### src/rtl/noc_arb_pkg.sv
// noc_arb_pkg: shared sizes, state encoding and index helpers for the round-robin arbiter
package noc_arb_pkg;
  localparam int NUM_REQ = 5;
  localparam int IDX_W = 3;
  typedef enum logic {IDLE, GRANTED} state_e;
  function automatic logic [IDX_W-1:0] onehot_to_idx(input logic [NUM_REQ-1:0] oh);
    logic [IDX_W-1:0] idx;
    idx = '0;
    for (int i = 0; i < NUM_REQ; i++) if (oh[i]) idx = idx | IDX_W'(i);
    return idx;
  endfunction
  function automatic logic [IDX_W-1:0] next_ptr(input logic [IDX_W-1:0] idx);
    return (idx == IDX_W'(NUM_REQ-1)) ? '0 : idx + 1'b1;
  endfunction
endpackage

### src/rtl/rr_pick_5.sv
// rr_pick_5: combinational round-robin pick of the first set request at or after ptr
module rr_pick_5 import noc_arb_pkg::*; (
  input  logic [NUM_REQ-1:0] req,
  input  logic [IDX_W-1:0]   ptr,
  output logic [NUM_REQ-1:0] pick,
  output logic               found
);
  logic [NUM_REQ-1:0] rot;
  logic [IDX_W-1:0] pos, sel;
  logic [IDX_W:0] sum;
  always_comb begin
    rot = NUM_REQ'({req, req} >> ptr);
    pos = '0;
    for (int k = NUM_REQ-1; k >= 0; k--) if (rot[k]) pos = IDX_W'(k);
    sum = {1'b0, ptr} + {1'b0, pos};
    sel = (sum >= (IDX_W+1)'(NUM_REQ)) ? IDX_W'(sum - (IDX_W+1)'(NUM_REQ)) : IDX_W'(sum);
    found = |req;
    pick = found ? NUM_REQ'(1) << sel : '0;
  end
endmodule

### src/rtl/rr_arbiter_5.sv
// rr_arbiter_5: registered 5-way round-robin arbiter with optional grant locking
module rr_arbiter_5 import noc_arb_pkg::*; #(
  parameter bit LOCK_EN = 1'b1
) (
  input  logic               clk,
  input  logic               rst,
  input  logic [NUM_REQ-1:0] req_i,
  input  logic               lock_i,
  output logic [NUM_REQ-1:0] grant_o,
  output logic               grant_valid_o,
  output logic [IDX_W-1:0]   grant_idx_o
);
  state_e state_q, state_d;
  logic [IDX_W-1:0] ptr_q, ptr_d;
  logic [NUM_REQ-1:0] grant_q, grant_d, pick;
  logic found, keep;
  // a release moves the pointer past the holder before the same-cycle re-arbitration
  always_comb begin
    keep = (state_q == GRANTED) && LOCK_EN && lock_i && |(req_i & grant_q);
    ptr_d = (state_q == GRANTED && !keep) ? next_ptr(onehot_to_idx(grant_q)) : ptr_q;
  end
  rr_pick_5 u_pick (
    .req   (req_i),
    .ptr   (ptr_d),
    .pick  (pick),
    .found (found)
  );
  always_comb begin
    grant_d = keep ? grant_q : pick;
    state_d = (keep || found) ? GRANTED : IDLE;
  end
  always_ff @(posedge clk) begin
    if (rst) begin
      state_q <= IDLE;
      ptr_q <= '0;
      grant_q <= '0;
    end else begin
      state_q <= state_d;
      ptr_q <= ptr_d;
      grant_q <= grant_d;
    end
  end
  assign grant_o = grant_q;
  assign grant_valid_o = |grant_q;
  assign grant_idx_o = onehot_to_idx(grant_q);
endmodule

### config.mk
export PLATFORM = sky130hd
export DESIGN_NAME = rr_arbiter_5
export DESIGN_NICKNAME = d
export VERILOG_FILES = /design/src/rtl/noc_arb_pkg.sv /design/src/rtl/rr_pick_5.sv /design/src/rtl/rr_arbiter_5.sv
export SDC_FILE = /design/constraint.sdc
export NUM_CORES = 1
export LEC_CHECK = 0
export ABC_AREA = 1
export CORE_MARGIN = 2
export CORE_UTILIZATION = 55
export DETAILED_ROUTE_END_ITERATION = 6
export DONT_BUFFER_PORTS = 1
export GPL_ROUTABILITY_DRIVEN = 0
export GPL_TIMING_DRIVEN = 0
export PLACE_DENSITY = 0.81
export REMOVE_ABC_BUFFERS = 1
export SYNTH_ARGS = -nofsm -noshare
export SYNTH_HDL_FRONTEND = slang
export SYNTH_HIERARCHICAL = 1
export SYNTH_SLANG_ARGS = --single-unit
### constraint.sdc
create_clock -name clk -period 6.06 [get_ports clk]
set_input_delay 1.212 -clock clk [delete_from_list [all_inputs] [get_ports clk]]
set_output_delay 1.212 -clock clk [all_outputs]
set_load 0.005 [all_outputs]
* After elaboration in Yosys (flattened, before gate mapping) *
Cells that the tools add are included.

storage, ports and cells
  register bits after elaboration = 9
  bits in latches = 0
  RAM bits = 0
  bits in read-only memories = 0
  input bits = 8
  logic and storage cells = 33
  memories kept = 0

cells by class
  add/subtract/negate cells = 3
  $mul = 0
  div/mod/pow operators = 0
  $lt $le $gt $ge = 1
  equal/unequal tests = 1
  shift-type cells = 2
  multiplexer cells = 14
  bitwise logic cells = 1
  reduce and logical (&&, ||, !) cells = 8

operators by type and width
  cell                                                                   count
  3-bit 2-to-1 mux                                                       9
  5-bit OR reduction                                                     3
  10-bit by 3-bit right shift with 5-bit output                          1
  5-bit AND                                                              1
  5-bit 2-to-1 mux                                                       1
  1-bit by 3-bit left shift with 5-bit output, first input constant      1
  3-bit by 3-bit adder with 4-bit output                                 1
  4-bit by 3-bit >= comparator with 1-bit output, second input constant  1
  2-bit 2-to-1 mux                                                       2
  3-bit by 1-bit adder with 3-bit output, second input constant          1
  3-bit == test, second input constant                                   1
  1-bit logical AND                                                      3
  3-bit subtractor, second input constant                                1
  1-bit 2-to-1 mux                                                       2
  1-bit zero test                                                        1
  1-bit logical OR                                                       1

* Logic depth before layout (Yosys ltp) *
  depth after elaboration = 18
  depth in mapped cells = 32
  depth with buffers taken out = 31

* Hierarchy *
The synthesis kept the hierarchy.

by module, submodules not included
  module        times used  cells each  area an instance (sq um)  seq. area each (sq um)
  rr_pick_5     1           113         559.3                     0.0
  rr_arbiter_5  1           71          484.2                     180.2

* Least setup slack after synthesis *
OpenSTA, ideal clock, no wires.

  path kind = input to register
  start point = in req_i[0]
  end point = reg grant_q[0] (netlist: grant_o[0])
  setup time = 0.116 ns
  arrival time = 3.949 ns
  slack = 1.996 ns
  cell stages on the path = 29
  path buffers = 1
  cell sequence = nand2_1 -> nand2_1 -> o21bai_4 -> nand3_1 -> nand2_1 -> inv_1 -> buf_6 -> inv_6 -> nand2_1 -> nand2_1 -> nand2_1 -> nand3_1 -> nand2_1 -> nand2_1 -> a21oi_1 -> ha_1 -> fa_1 -> inv_1 -> ha_1 -> nand2_1 -> nand3_2 -> nand2_2 -> nand2_1 -> nand2_1 -> nand2_2 -> nand2_2 -> nor2_1 -> nor2_1 -> nor2_1

between the ends
  word-level cells in the longest chain between the ends = 17
  elaborated cells on any way between the ends = 19

RTL lines
  element                                                                             line                text
  from (decl)                                                                         rr_arbiter_5.sv:7   input logic [NUM_REQ-1:0] req_i,
  5-bit AND (*)                                                                       rr_arbiter_5.sv:19  keep = (state_q == GRANTED) && LOCK_EN && lock_i && |(req_i & grant_q);
  5-bit OR reduction (*)                                                              rr_arbiter_5.sv:19
  1-bit logical AND (*)                                                               rr_arbiter_5.sv:19
  1-bit zero test (*)                                                                 rr_arbiter_5.sv:20  ptr_d = (state_q == GRANTED && !keep) ? next_ptr(onehot_to_idx(grant_q)) : ptr_q;
  1-bit logical AND (*)                                                               rr_arbiter_5.sv:20
  3-bit 2-to-1 mux (*)                                                                rr_arbiter_5.sv:20
  named net ptr_d[0]                                                                  rr_arbiter_5.sv:14  logic [IDX_W-1:0] ptr_q, ptr_d;
  10-bit by 3-bit right shift with 5-bit output                                       rr_pick_5.sv:12     rot = NUM_REQ'({req, req} >> ptr);
  3-bit 2-to-1 mux (5 in a row)                                                       rr_pick_5.sv:14     for (int k = NUM_REQ-1; k >= 0; k--) if (rot[k]) pos = IDX_W'(k);
  3-bit by 3-bit adder with 4-bit output (*)                                          rr_pick_5.sv:15     sum = {1'b0, ptr} + {1'b0, pos};
  4-bit by 3-bit >= comparator with 1-bit output or 3-bit subtractor (tied branches)  rr_pick_5.sv:16     sel = (sum >= (IDX_W+1)'(NUM_REQ)) ? IDX_W'(sum - (IDX_W+1)'(NUM_REQ)) : IDX_W'(sum);
  3-bit 2-to-1 mux (*)                                                                rr_pick_5.sv:16
  1-bit by 3-bit left shift with 5-bit output (*)                                     rr_pick_5.sv:18     pick = found ? NUM_REQ'(1) << sel : '0;
  5-bit 2-to-1 mux (*)                                                                rr_pick_5.sv:18
  named net pick[0]                                                                   rr_arbiter_5.sv:15  logic [NUM_REQ-1:0] grant_q, grant_d, pick;
  to (signal assigned)                                                                rr_arbiter_5.sv:40  grant_q <= grant_d;
  to (decl)                                                                           rr_arbiter_5.sv:15

Mark *: on every way through the listed nets, which the timed path passes. The rest lies on a longest branch.
A chain may end at the register's enable or synchronous reset.

* Final worst setup path *
  start point = in req_i[2]
  end point = reg grant_q[1] (netlist: grant_o[1])

Same word-level chain as after synthesis.

==> reports/qor.yml <==
status: "complete, no violations"
reg2reg_from: "grant_o[3]"
cts_tree: "done"
worst_setup_path_end_kind: "register"
p_total_mw: 0.638
overflow: 0
p_per_area_mw_per_mm2: 589
path_clk_slew_ps: 60
hold_ws_ps: 531
rsz0062_at_grt: "false"
drive_gt1_frac: 0.140
hp-class: "register to register"
netlist.area_leader.share: 0.209
synth-seq-cells: 9
wire_per_inst_um: 10.3
ys_warn_count: 6
post_dp_cell_area_mm2: 0.00106
arrival_ps: 4410
antenna_found_initial: 0
post_cts_buffers: 0
drv_slew: 0
crit_slowest_cell: "fa_1"
start_kind: "input pin"
ctsResizeCount: 0
syn_inst: 184
nets: 203
numCtsBuffers: 3
drtIter0Drc: 30
grt_max_degree: 11
required_ps: 6220
post-route-util: 0.614
cpPeakStageDelay_ps: 420
grtUsageTotal: 0.212
port_buffers: 0
pre_cts_ws_ps: 1530
crit_top_cell: "nand2_1"
setup_viol: 0
tns_ps: 0
grt_pass1_vias: 911
core_region_area_mm2: 0.00176
rr_endpoint: "grant_o[1]"
drc: 0
hold_violations: 0
crit_path_end: "grant_o[1]"
p_leak_nw: 0.626
max-cap-violations: 0
ys_seq_area_frac: 0.173
crit_type: "input pin to register"
layout_common_cells: "nand2_1 (58), nor2_1 (27), inv_1 (27)"
routed_wl_mm: 2.16
clock_latency_ps: 270
dpl.hpwl_mm: 1.79
layout_commonest_cell: "nand2_1"
worst_pin_slew_ps: 340
row_count: 15
synth_cell_types: 20
worstSetupStartpoint: "req_i[2]"
postCtsHoldBufs: 0
cts_htree_levels: 1
ir_drop_mv: 0.438
fin_crit_ps: 4250
dp.cells: 207
cts-root-buf: "clkbuf_4"
die_h_um: 47.6
timing.final.crit_share: 0.701
ys_top_cells_by_area: "nand2_1 (21%), dfxtp_1 (17%), nand3_1 (10%)"
diodes: 0
die_x_um: 47.6
fin_area_mm2: 0.00108
vias_per_cell: 5.07
start_util: 0.591
fin_cells: 211
areaGrowthSynthToFinish_pct: 3.84
skew_ps: 7.20
dieArea_mm2: 0.00226
firstDrtPassIters: 5
ant_nets: 0
r2r_cells: 30
fmax_ghz: 0.235
slew_headroom: 0.773
cts_sinks: 9
grt_first_pass_wirelength_mm: 3.50
synth_area_per_cell_um2: 5.67
pin_count: 17
netlist_area_mm2: 0.00104
vias: 1069
worst_slack_ps: 1810
worstPathMaxFanout: 10
synth_area_leader_cell: "nand2_1"
rrSetupSlack_ps: 2270
cts_buffer_depth: 2
## layer usage
metal,up-vias,wire [um],track usage
met3,0,93,0.0566
met2,20,1110,0.357
met1,482,964,0.275
met5,-,0,0
li1,567,-,-
met4,0,0,0.0432
## how the worst min path moves through the flow
| stage | from | cells past startpoint | to |
|---|---|---|---|
| floorplan | ptr_q[0] | 4 | ptr_q[0] |
| global placement | ptr_q[2] | 4 | ptr_q[2] |
| detailed placement | ptr_q[1] | 4 | ptr_q[1] |
| CTS | ptr_q[1] | 4 | ptr_q[1] |
| global route | ptr_q[2] | 4 | ptr_q[2] |
| finish | ptr_q[1] | 4 | ptr_q[1] |
## state kept, by name, indices dropped and copies added (netlist names)
name and cells:
state_q 1, grant_o 5, ptr_q 3
## area by class of cell
| class | instances | area (um2) |
|---|---|---|
| multi-input cells | 143 | 727 |
| clock inverters | 1 | 5.00 |
| well taps | 25 | 31.3 |
| clock buffers | 3 | 22.5 |
| flip-flops and latches | 9 | 180 |
| inverters | 30 | 118 |
| fillers | 187 | 681 |
## cell families after synthesis
kind of cell	share of synthesized area
AO/OA/AOI/OAI	0.0564
adder cells (fa/ha/maj)	0.103
buffers and inverters	0.131
flip-flops	0.173
AND/OR/NAND/NOR	0.537
## synth_stat cells
master	count
o21ai_0	6
nand2_1	58
nor2_1	27
nor3_1	1
buf_6	1
nor2_2	1
inv_2	2
buf_4	1
ha_1	7
nand3_1	21
nand3_2	2
nand4_1	1
inv_6	1
o21bai_4	1
fa_1	1
nand2_2	14
inv_1	27
nand2_4	1
a21oi_1	2
dfxtp_1	9
## power breakdown
part	switching, mW	total [mW]	leakage (nW)	internal, mW
Sequential	0.0161	0.0894	0.0741	0.0734
Combinational	0.325	0.503	0.534	0.178
Clock	0.0218	0.0461	0.0177	0.0244
Total	0.363	0.638	0.626	0.275
## worst max-delay path, delay by kind of cell
kind / cells / cell delay [ps]
compound gates: 2 / 390
buf+inv: 4 / 510
simple gates: 21 / 1520
fa+ha+maj: 3 / 770
(Power assumes the default switching activity.)
==> edit (config.mk and constraints unchanged) <==
Set the parameter `LOCK_EN` to 1'b0 (it was 1'b1).
--- a/src/rtl/rr_arbiter_5.sv
+++ b/src/rtl/rr_arbiter_5.sv
@@ -2,3 +2,3 @@
 module rr_arbiter_5 import noc_arb_pkg::*; #(
-  parameter bit LOCK_EN = 1'b1
+  parameter bit LOCK_EN = 1'b0
 ) (
Formal check against the unedited RTL: not equivalent (a bounded check fails within 4 cycles, from zero or initial values and one cycle with rst high).
==> edit against the original RTL <==
  * Global-route usage fell by 3.6 points
  * Critical path type is now reg -> reg
  * Worst setup slack better by 0.60 ns
  * Sequential cell count stayed put
  * Synthesized area decreased by 9.4%
  * Routed wire length down 24%
  * Synthesized cell count is 11% lower
  * Critical path depth decreased by 3
  * Design area decreased by 11%
  * Critical endpoint is now grant_o[1]
  * Die area fell by 8.6%
  * Utilization is 0.70 points higher
Power is not shown: default switching activity piles up to over one toggle a cycle in this logic, so the estimate is an artifact.
==> edit: results (changes against the original RTL) <==
stage	metric	value	unit	change
yosys	commonest cells in the netlist	56 x nand2_1, 27 x inv_1, 18 x nand3_1		
layout	ratio of cells with drive above 1 in the final layout	0.1463		+0.006557
sta	relative max-transition margin	0.7354		-0.03737
place	DP Wirelength	1441	microns	-19%
detailed_routing	final routed wire length divided by cell count	9.117	microns	-11%
detailed_routing	drc violations	0		unchanged
grt	vias in the first global route	785		-14%
yosys	sequential area share after synthesis	0.1905		+0.01781
detailed_routing	DR iter-0 viols	13		-57%
detailed_routing	Total Wirelength	1641	microns	-24%
grt	largest net degree at the start of global routing	10		-1
yosys	EDFF count, synth	0		unchanged
worst_setup_path	crit path max fanout	9		-1
detailed_routing	DR pass1 iterations	6		+1
place	Placed Area	942.2	sq um	-11%
detailed_routing	DR WL met3	39	microns	-58%
place	Placed Cells	176		-15%
detailed_routing	routed via count	890		-17%
outcome	status	finished, final reports clean		
yosys	Synth Area per Inst	5.803	sq um	+2.3%
layout	fillers	157		-16%
sta	clk_skew	0.002687	ns	-0.004510 ns
detailed_routing	DR WL met2	789	microns	-29%
grt	first-pass GRT wire length	2829	microns	-19%
clocking	worst skew pair latency	0.25	ns	-0.02 ns
worst_setup_path	crit path DAT	3.83	ns	-0.58 ns
detailed_routing	M1 WL	812	microns	-16%
grt	Total Routing Usage GR	0.1769		-0.03557
## edit: changes by cell type in the layout (fill, tap and decap cells not counted), sizes merged
cell	unedited run	this run
clkbuf	3	4
nand2	73	68
clkinv	1	0
nor2	28	19
o21bai	1	0
nand3	23	19
a21oi	2	5
o21ai	6	1
nor3	1	0
## edit: stage by stage
step / hold WS, ns / setup slack (ns)
final: 0.4726 / 2.414
after CTS: 0.4737 / 2.422
after floorplan: 0.4445 / 2.755
after global placement: 0.4527 / 2.547
after detailed placement: 0.4634 / 2.440
after global routing: 0.5073 / 1.978
## edit: logic make-up (layout without fill, tap and decap cells)
group | Yosys count | in the layout | synth area share
buffers and inverters | 33 | 34 | 0.1495
flip-flops | 9 | 9 | 0.1905
AND/OR/NAND/NOR | 107 | 107 | 0.4947
adder cells (fa/ha/maj) | 8 | 8 | 0.1138
AO/OA/AOI/OAI | 6 | 6 | 0.05159
## edit: worst paths after layout
check             depth (start not counted)  slack (ns)         end  startpoint
setup / recovery                         27        2.41  grant_o[1]  grant_o[3]
hold / removal                            2        0.47    ptr_q[1]    ptr_q[1]
setup reg to reg                         27        2.41  grant_o[1]  grant_o[3]
hold reg to reg                           2        0.47    ptr_q[1]    ptr_q[1]
## edit: cell type report
type,count,area [sq um],area share
well taps,16,20.02,0.02067
clock buffers,4,26.28,0.02713
flip-flops and latches,9,180.2,0.1860
inverters,30,117.6,0.1214
multi-input cells,121,624.3,0.6447
## edit: metal layers
layer / vias up / global-route usage
li1: 496 / -
met1: 383 / 0.2361
met2: 11 / 0.3099
met3: 0 / 0.01190
met4: 0 / 0.03529
met5: - / 0
## edit: worst register-to-register path, cell delays in order (launching register included)
cell     delay (ns)
dfxtp_1        0.37
nor2_1         0.09
ha_1           0.22
a21oi_4        0.17
nand2_1        0.10
nand2_1        0.32
inv_6          0.09
nand2_2        0.07
nand3_1        0.06
nand2_1        0.11
nand2_1        0.06
nand2_1        0.09
nand2_1        0.06
a21oi_1        0.13
ha_1           0.20
fa_1           0.43
inv_1          0.11
ha_1           0.18
nand2_1        0.07
nand3_2        0.10
nand2_2        0.07
nand2_1        0.08
nand2_2        0.07
inv_1          0.07
nand2_1        0.05
nor2_1         0.09
inv_1          0.04
nor2_1         0.07
